File: src/rtl/weight_pkg.sv
// weight_pkg: loader state encoding and checksum width shared by the weight-load path.
package weight_pkg;
  typedef enum logic [1:0] {IDLE, LOAD, DONE} state_e;
  localparam int CSUM_W = 16;
endpackage

File: src/rtl/weight_loader_1x1.sv
// weight_loader_1x1: streams DEPTH weight elements into a flat RAM, one registered write per accepted element.
// Define WEIGHT_LOADER_CHECKSUM_EN to build the running 16-bit checksum; otherwise checksum is tied to 0.
module weight_loader_1x1
  import weight_pkg::*;
#(
  parameter int DATA_WIDTH = 8,
  parameter int IN_CHANNELS = 3,
  parameter int OUT_CHANNELS = 5,
  parameter int DEPTH = IN_CHANNELS * OUT_CHANNELS,
  localparam int AW = $clog2(DEPTH),
  localparam int IW = IN_CHANNELS > 1 ? $clog2(IN_CHANNELS) : 1
) (
  input  logic                  clk,
  input  logic                  rst_n,
  input  logic                  start,
  input  logic [DATA_WIDTH-1:0] s_data,
  input  logic                  s_valid,
  output logic                  s_ready,
  output logic [DATA_WIDTH-1:0] wr_data,
  output logic [AW-1:0]         wr_addr,
  output logic                  wr_en,
  output logic                  busy,
  output logic                  row_done,
  output logic                  done,
  output logic [CSUM_W-1:0]     checksum
);
  state_e state_q, state_d;
  logic [AW-1:0] cnt_q, cnt_d, wr_addr_q, wr_addr_d;
  logic [IW-1:0] ic_q, ic_d;
  logic [DATA_WIDTH-1:0] wr_data_q, wr_data_d;
  logic wr_en_q, wr_en_d, row_done_q, row_done_d, done_q, done_d;
  logic kick, acc, last, row_end;
  always_comb begin
    kick = state_q == IDLE && start;
    acc = state_q == LOAD && s_valid;
    last = cnt_q == AW'(DEPTH - 1);
    row_end = ic_q == IW'(IN_CHANNELS - 1);
    state_d = state_q == IDLE ? (start ? LOAD : IDLE) :
              state_q == LOAD ? (acc && last ? DONE : LOAD) : IDLE;
    cnt_d = kick ? '0 : acc ? cnt_q + AW'(1) : cnt_q;
    ic_d = kick || (acc && row_end) ? '0 : acc ? ic_q + IW'(1) : ic_q;
    wr_en_d = acc;
    wr_data_d = acc ? s_data : wr_data_q;
    wr_addr_d = acc ? cnt_q : wr_addr_q;
    row_done_d = acc && row_end;
    done_d = acc && last;
  end
  always_ff @(posedge clk) begin
    if (!rst_n) begin
      state_q <= IDLE;
      cnt_q <= '0;
      ic_q <= '0;
      wr_en_q <= 1'b0;
      wr_data_q <= '0;
      wr_addr_q <= '0;
      row_done_q <= 1'b0;
      done_q <= 1'b0;
    end else begin
      state_q <= state_d;
      cnt_q <= cnt_d;
      ic_q <= ic_d;
      wr_en_q <= wr_en_d;
      wr_data_q <= wr_data_d;
      wr_addr_q <= wr_addr_d;
      row_done_q <= row_done_d;
      done_q <= done_d;
    end
  end
`ifdef WEIGHT_LOADER_CHECKSUM_EN
  logic [CSUM_W-1:0] checksum_q, checksum_d;
  always_comb checksum_d = kick ? '0 : acc ? checksum_q + CSUM_W'(s_data) : checksum_q;
  always_ff @(posedge clk) begin
    if (!rst_n) checksum_q <= '0;
    else checksum_q <= checksum_d;
  end
  assign checksum = checksum_q;
`else
  assign checksum = '0;
`endif
  assign s_ready = state_q == LOAD;
  assign busy = state_q == LOAD || state_q == DONE;
  assign wr_en = wr_en_q;
  assign wr_data = wr_data_q;
  assign wr_addr = wr_addr_q;
  assign row_done = row_done_q;
  assign done = done_q;
endmodule

File: config.mk
export PLATFORM = sky130hd
export DESIGN_NAME = weight_loader_1x1
export DESIGN_NICKNAME = d
export VERILOG_FILES = /design/src/rtl/weight_pkg.sv /design/src/rtl/weight_loader_1x1.sv
export SDC_FILE = /design/constraint.sdc
export NUM_CORES = 1
export LEC_CHECK = 0
export CAP_MARGIN = 0
export CORE_MARGIN = 1
export CORE_UTILIZATION = 44
export DETAILED_ROUTE_END_ITERATION = 6
export HOLD_SLACK_MARGIN = 0.06
export PLACE_DENSITY = 0.83
export SYNTH_ARGS = -nofsm -noshare
export SYNTH_HDL_FRONTEND = slang
export SYNTH_SLANG_ARGS = --single-unit
File: constraint.sdc
create_clock -name clk -period 2.12 [get_ports clk]
set_input_delay 0.424 -clock clk [delete_from_list [all_inputs] [get_ports clk]]
set_output_delay 0.424 -clock clk [all_outputs]
set_load 0.1 [all_outputs]
; Word-level counts from Yosys, hierarchy flattened
; Index checks and enable logic that the tools add are counted.
; W data, S select, Z words.
[classes]
n_addsub = 2
eq_ne = 4
muxes = 4
n_bitwise = 1
reduce_logical = 9
[ops]
columns = operator, count
row1 = $mux W2, 3
row2 = $add A4 B1 Y4 const B, 1
row3 = $eq A2 B2 Y1 const B, 2
row4 = $eq A4 B4 Y1 const B, 1
row5 = $logic_and A1 B1 Y1, 4
row6 = $reduce_or A2 Y1, 2
row7 = $add A2 B1 Y2 const B, 1
row8 = $eq A2 B1 Y1 const B, 1
row9 = $logic_not A2 Y1, 1
row10 = $logic_or A1 B1 Y1, 2
row11 = $mux W1, 1
row12 = $not A1 Y1, 1
[totals]
register_bits = 23
inputBits = 12
out_inout_bits = 33
word_cells = 28

; Logic depth before layout (Yosys ltp)
[depth]
depth_word = 6
depth_mapped = 7
ltp_nobuf = 5

; Least setup slack after synthesis
; No wires, ideal clock.
[synth_path]
kind = register -> register
startpoint = reg state_q[1]
endpoint = reg cnt_q[3]
setup_ps = 70
t_arrival_ps = 1877
required_ps = 2050
path_slack_ps = 173
stages_incl_launch_ff = 6
n_path_buf = 0
synth_period_minus_slack_ps = 1947
cell_sequence = dfxtp_1 > inv_1 > ha_1 > nand2_2 > or3_1 > a21oi_1
[synth_between]
elab_cells_between_ends = 5
classes_between = 1 x eq/ne / 4 x reduce/logical
[synth_rtl]
columns = item, line_no
row1 = "start, declared", weight_loader_1x1.sv:27  ; state_e state_q, state_d;
row2 = "start signal, assigned", weight_loader_1x1.sv:59  ; state_q <= state_d;
row3 = $eq A2 B1 Y1, n/a
row4 = net s_ready, weight_loader_1x1.sv:18  ; output logic s_ready,
row5 = $logic_and A1 B1 Y1, weight_loader_1x1.sv:35  ; acc = state_q == LOAD && s_valid;
row6 = "end signal, assigned", weight_loader_1x1.sv:60  ; cnt_q <= cnt_d;
row7 = "end, declared", weight_loader_1x1.sv:28  ; logic [AW-1:0] cnt_q, cnt_d, wr_addr_q, wr_addr_d;
; The timed path passes the listed nets, and every way through them passes these cells.
; A chain may end at the register's enable or synchronous reset.

; Worst setup path in the final report
[layout_path]
startpoint = reg state_q[1]
endpoint = out s_ready
[layout_between]
elab_chain_cells = 1
[layout_lines]
columns = item, line_no
row1 = $eq A2 B1 Y1, weight_loader_1x1.sv:80  ; assign s_ready = state_q == LOAD;
row2 = "end, declared", weight_loader_1x1.sv:18
; No other way between the ends.

==> results.cfg <==
[outcome]
outcome = finished clean

[finish]
syn_to_final_growth_pct = 23.1
nets = 166
design_area_um2 = 1290
fill_cells = 199
finish.utilization_pct = 57.6
final_cell_mix = nand2_1 (29), dfxtp_1 (23), conb_1 (16), buf_4 (16), clkdlybuf4s50_1 (11)
drive_above_1_share_pct = 16.2
num_antenna_cells = 0
layout_commonest_cell = nand2_1

[timing]
fmax_mhz = 602
fin_skew_ns = 0.00421
slew_violations = 0
period_needed_ns = 1.66
finalHoldViolCount = 0
finalSetupTns_ns = 0
min_period_over_period_pct = 78.3
setup_viol_count_final = 0
fin_ws_ns = 0.459
rsz0062_at_grt = false

[critical_path]
path_cells = inv_1 -> ha_1 -> buf_12
startpoint_type = flip-flop
crit_arrival_ns = 1.24
path_buf_inv = 2
cp_max_fo = 6
rr_worst_depth = 6
cp.required_ns = 1.70
r2r_slack_ns = 0.53
reg2reg_from = state_q[1]
r2r_end = wr_data[4]
worstSetupPathType = flip-flop to primary output
cp_top_family = flip-flops
critical-path-max-stage-delay_ns = 0.32
cp_slowest_cell = dfxtp_1
worstSetupEndpointType = primary output

[synthesis]
synth_top_area_share_pct = 44.1
seq_area_frac_synth_pct = 44.1
yosysWarnings = 0
synth_area_per_cell_um2 = 8.71
synth.distinct_cells = 23
synthCells = 120
ys_ff_latch = 23
synthTopCellsByArea = dfxtp_1 (44%), buf_4 (11%), nand2_1 (10%), a21boi_1 (6.5%), ha_1 (6.0%)
syn_area_um2 = 1040
synth.largest_area_cell = dfxtp_1

[placed_design]
place_area_um2 = 1260
dpl_worst_slack_ns = 0.268
gp_congestion = 0.716
port_buffers = 28
dp_hpwl_um = 1340

[global_route]
grt_max_degree = 17
grt_overflow_total = 0
grt_pass1_vias = 663
antenna_found_initial = 0
grt_usage_pct = 13.9
grt_pass1_wl_um = 2790

[cts]
cts_resized = 0
cts_setup_buffers = 0
cts.hold.buffers_added = 0
cts_max_level = 1
ctsLongestPathBuffers = 2
cts_sinks = 23
cts_tree = done
clk_latency_ns = 0.31
clkTransAtPathRegs_ns = 0.13
cts_buffers = 3
root_buffer = clkbuf_4

[power]
p_sw_uw = 353
p_clk_share_pct = 22.1
swShare_pct = 38.5
p_leak_uw = 0.000548
p_seq_share_pct = 48.8
power_uw = 916
intPower_uw = 563
combinationalPowerShare_pct = 29.1
powerDensity_nw_per_um2 = 712
ir_worst_vdd_mv = 0.391

[worst_hold_path]
min_from = wr_data[1]
worstHoldEndpoint = wr_data[1]
hp-class = flip-flop to flip-flop
holdPathStages = 2

[routing]
drc = 0
wl_per_cell_um = 9.66
drt-pass1-iter-count = 3
drtIter0Drc = 6
via_per_inst = 4.45
postRouteAntennaNets = 0
vias = 784
routed_wl_um = 1700

[floorplanning]
initial_core_util_pct = 46.8
row_count = 17
die_width_um = 50.7
die_h_um = 50.7
coreArea_um2 = 2230
fp.dieArea_um2 = 2570
ios = 45

[job]
maxCapViolCount = 0
## power groups by stage
stage	sequential, uW	combinational (uW)	clock (uW)
after floorplan	498	202	0
after global placement	456	265	0
after detailed placement	457	267	0
after CTS	447	267	210
after global routing	448	276	230
final	447	267	203
## stage by stage
| stage | instances | hold WS, ns |
|---|---|---|
| 2_1_floorplan | 135 | 0.436 |
| 3_3_place_gp | 172 | 0.444 |
| 3_5_place_dp | 172 | 0.445 |
| 4_1_cts | 176 | 0.463 |
| 5_1_grt | 176 | 0.479 |
| 6_report | 176 | 0.462 |
## final cells by class
| class | count | area (um2) | area share [%] |
|---|---|---|---|
| Tap cell | 28 | 35.0 | 2.72 |
| Multi-Input combinational cell | 87 | 472 | 36.7 |
| Timing Repair Buffer | 29 | 270 | 21.0 |
| Sequential cell | 23 | 460 | 35.8 |
| Inverter | 5 | 18.8 | 1.46 |
| Clock buffer | 3 | 22.5 | 1.75 |
| Clock inverter | 1 | 7.51 | 0.584 |
## per-layer routing
metal	wire [um]	vias up	track usage, %	share of wire [%]
li1	-	402	-	-
met1	748	353	17.2	44
met2	860	25	24.0	51
met3	68	4	1.82	4.0
met4	23	0	5.56	1.4
met5	0	-	0	0
## sequential cells by signal (all words and copies together) (netlist names)
| name | count |
|---|---|
| row_done | 1 |
| wr_data | 8 |
| state_q | 2 |
| cnt_q | 4 |
| wr_addr | 4 |
| ic_q | 2 |
| done | 1 |
| wr_en | 1 |
## how the worst max path moves through the flow
stage / startpoint / end / slack (ns) / cells after the start
floorplan: state_q[1] / cnt_q[3] / 0.17 / 5
global placement: s_valid / wr_data[1] / 0.34 / 5
detailed placement: s_valid / wr_data[4] / 0.27 / 5
CTS: state_q[1] / s_ready / 0.46 / 3
global route: state_q[1] / wr_data[0] / 0.36 / 6
finish: state_q[1] / s_ready / 0.46 / 3
## cell families (layout without fill, tap and decap cells)
logic type | Yosys count | in the layout | share of synthesized area, %
xor+xnor | 2 | 2 | 1.68
compound gates | 16 | 16 | 11.3
mux | 1 | 1 | 0.958
buf+inv | 25 | 38 | 16.2
simple gates | 47 | 47 | 19.5
flops | 23 | 23 | 44.1
other cells | 1 | 16 | 0.359
fa+ha+maj | 5 | 5 | 5.99
## cells in the mapped netlist
library cell / count
a211oi_2: 1
a21boi_0: 3
a21boi_1: 9
a21oi_1: 2
and2_1: 2
and3_1: 3
buf_4: 16
buf_6: 2
clkbuf_1: 2
conb_1: 1
dfxtp_1: 23
ha_1: 5
inv_1: 5
mux2i_1: 1
nand2_1: 29
nand2_2: 1
nand3_1: 3
nor2_1: 6
o21ai_0: 1
or2b_1: 1
or3_1: 2
xnor2_1: 1
xor2_1: 1
## worst register-to-register path: cells and delay by family, from the launching register on
kind / cells / cell delay [ns]
DFF: 1 / 0.32
and+or+nand+nor: 2 / 0.47
buffers and inverters: 2 / 0.31
AOI/OAI and AO/OA: 1 / 0.12
adders and majority gates: 1 / 0.32
Note: power is estimated with default switching activity, not from simulation.
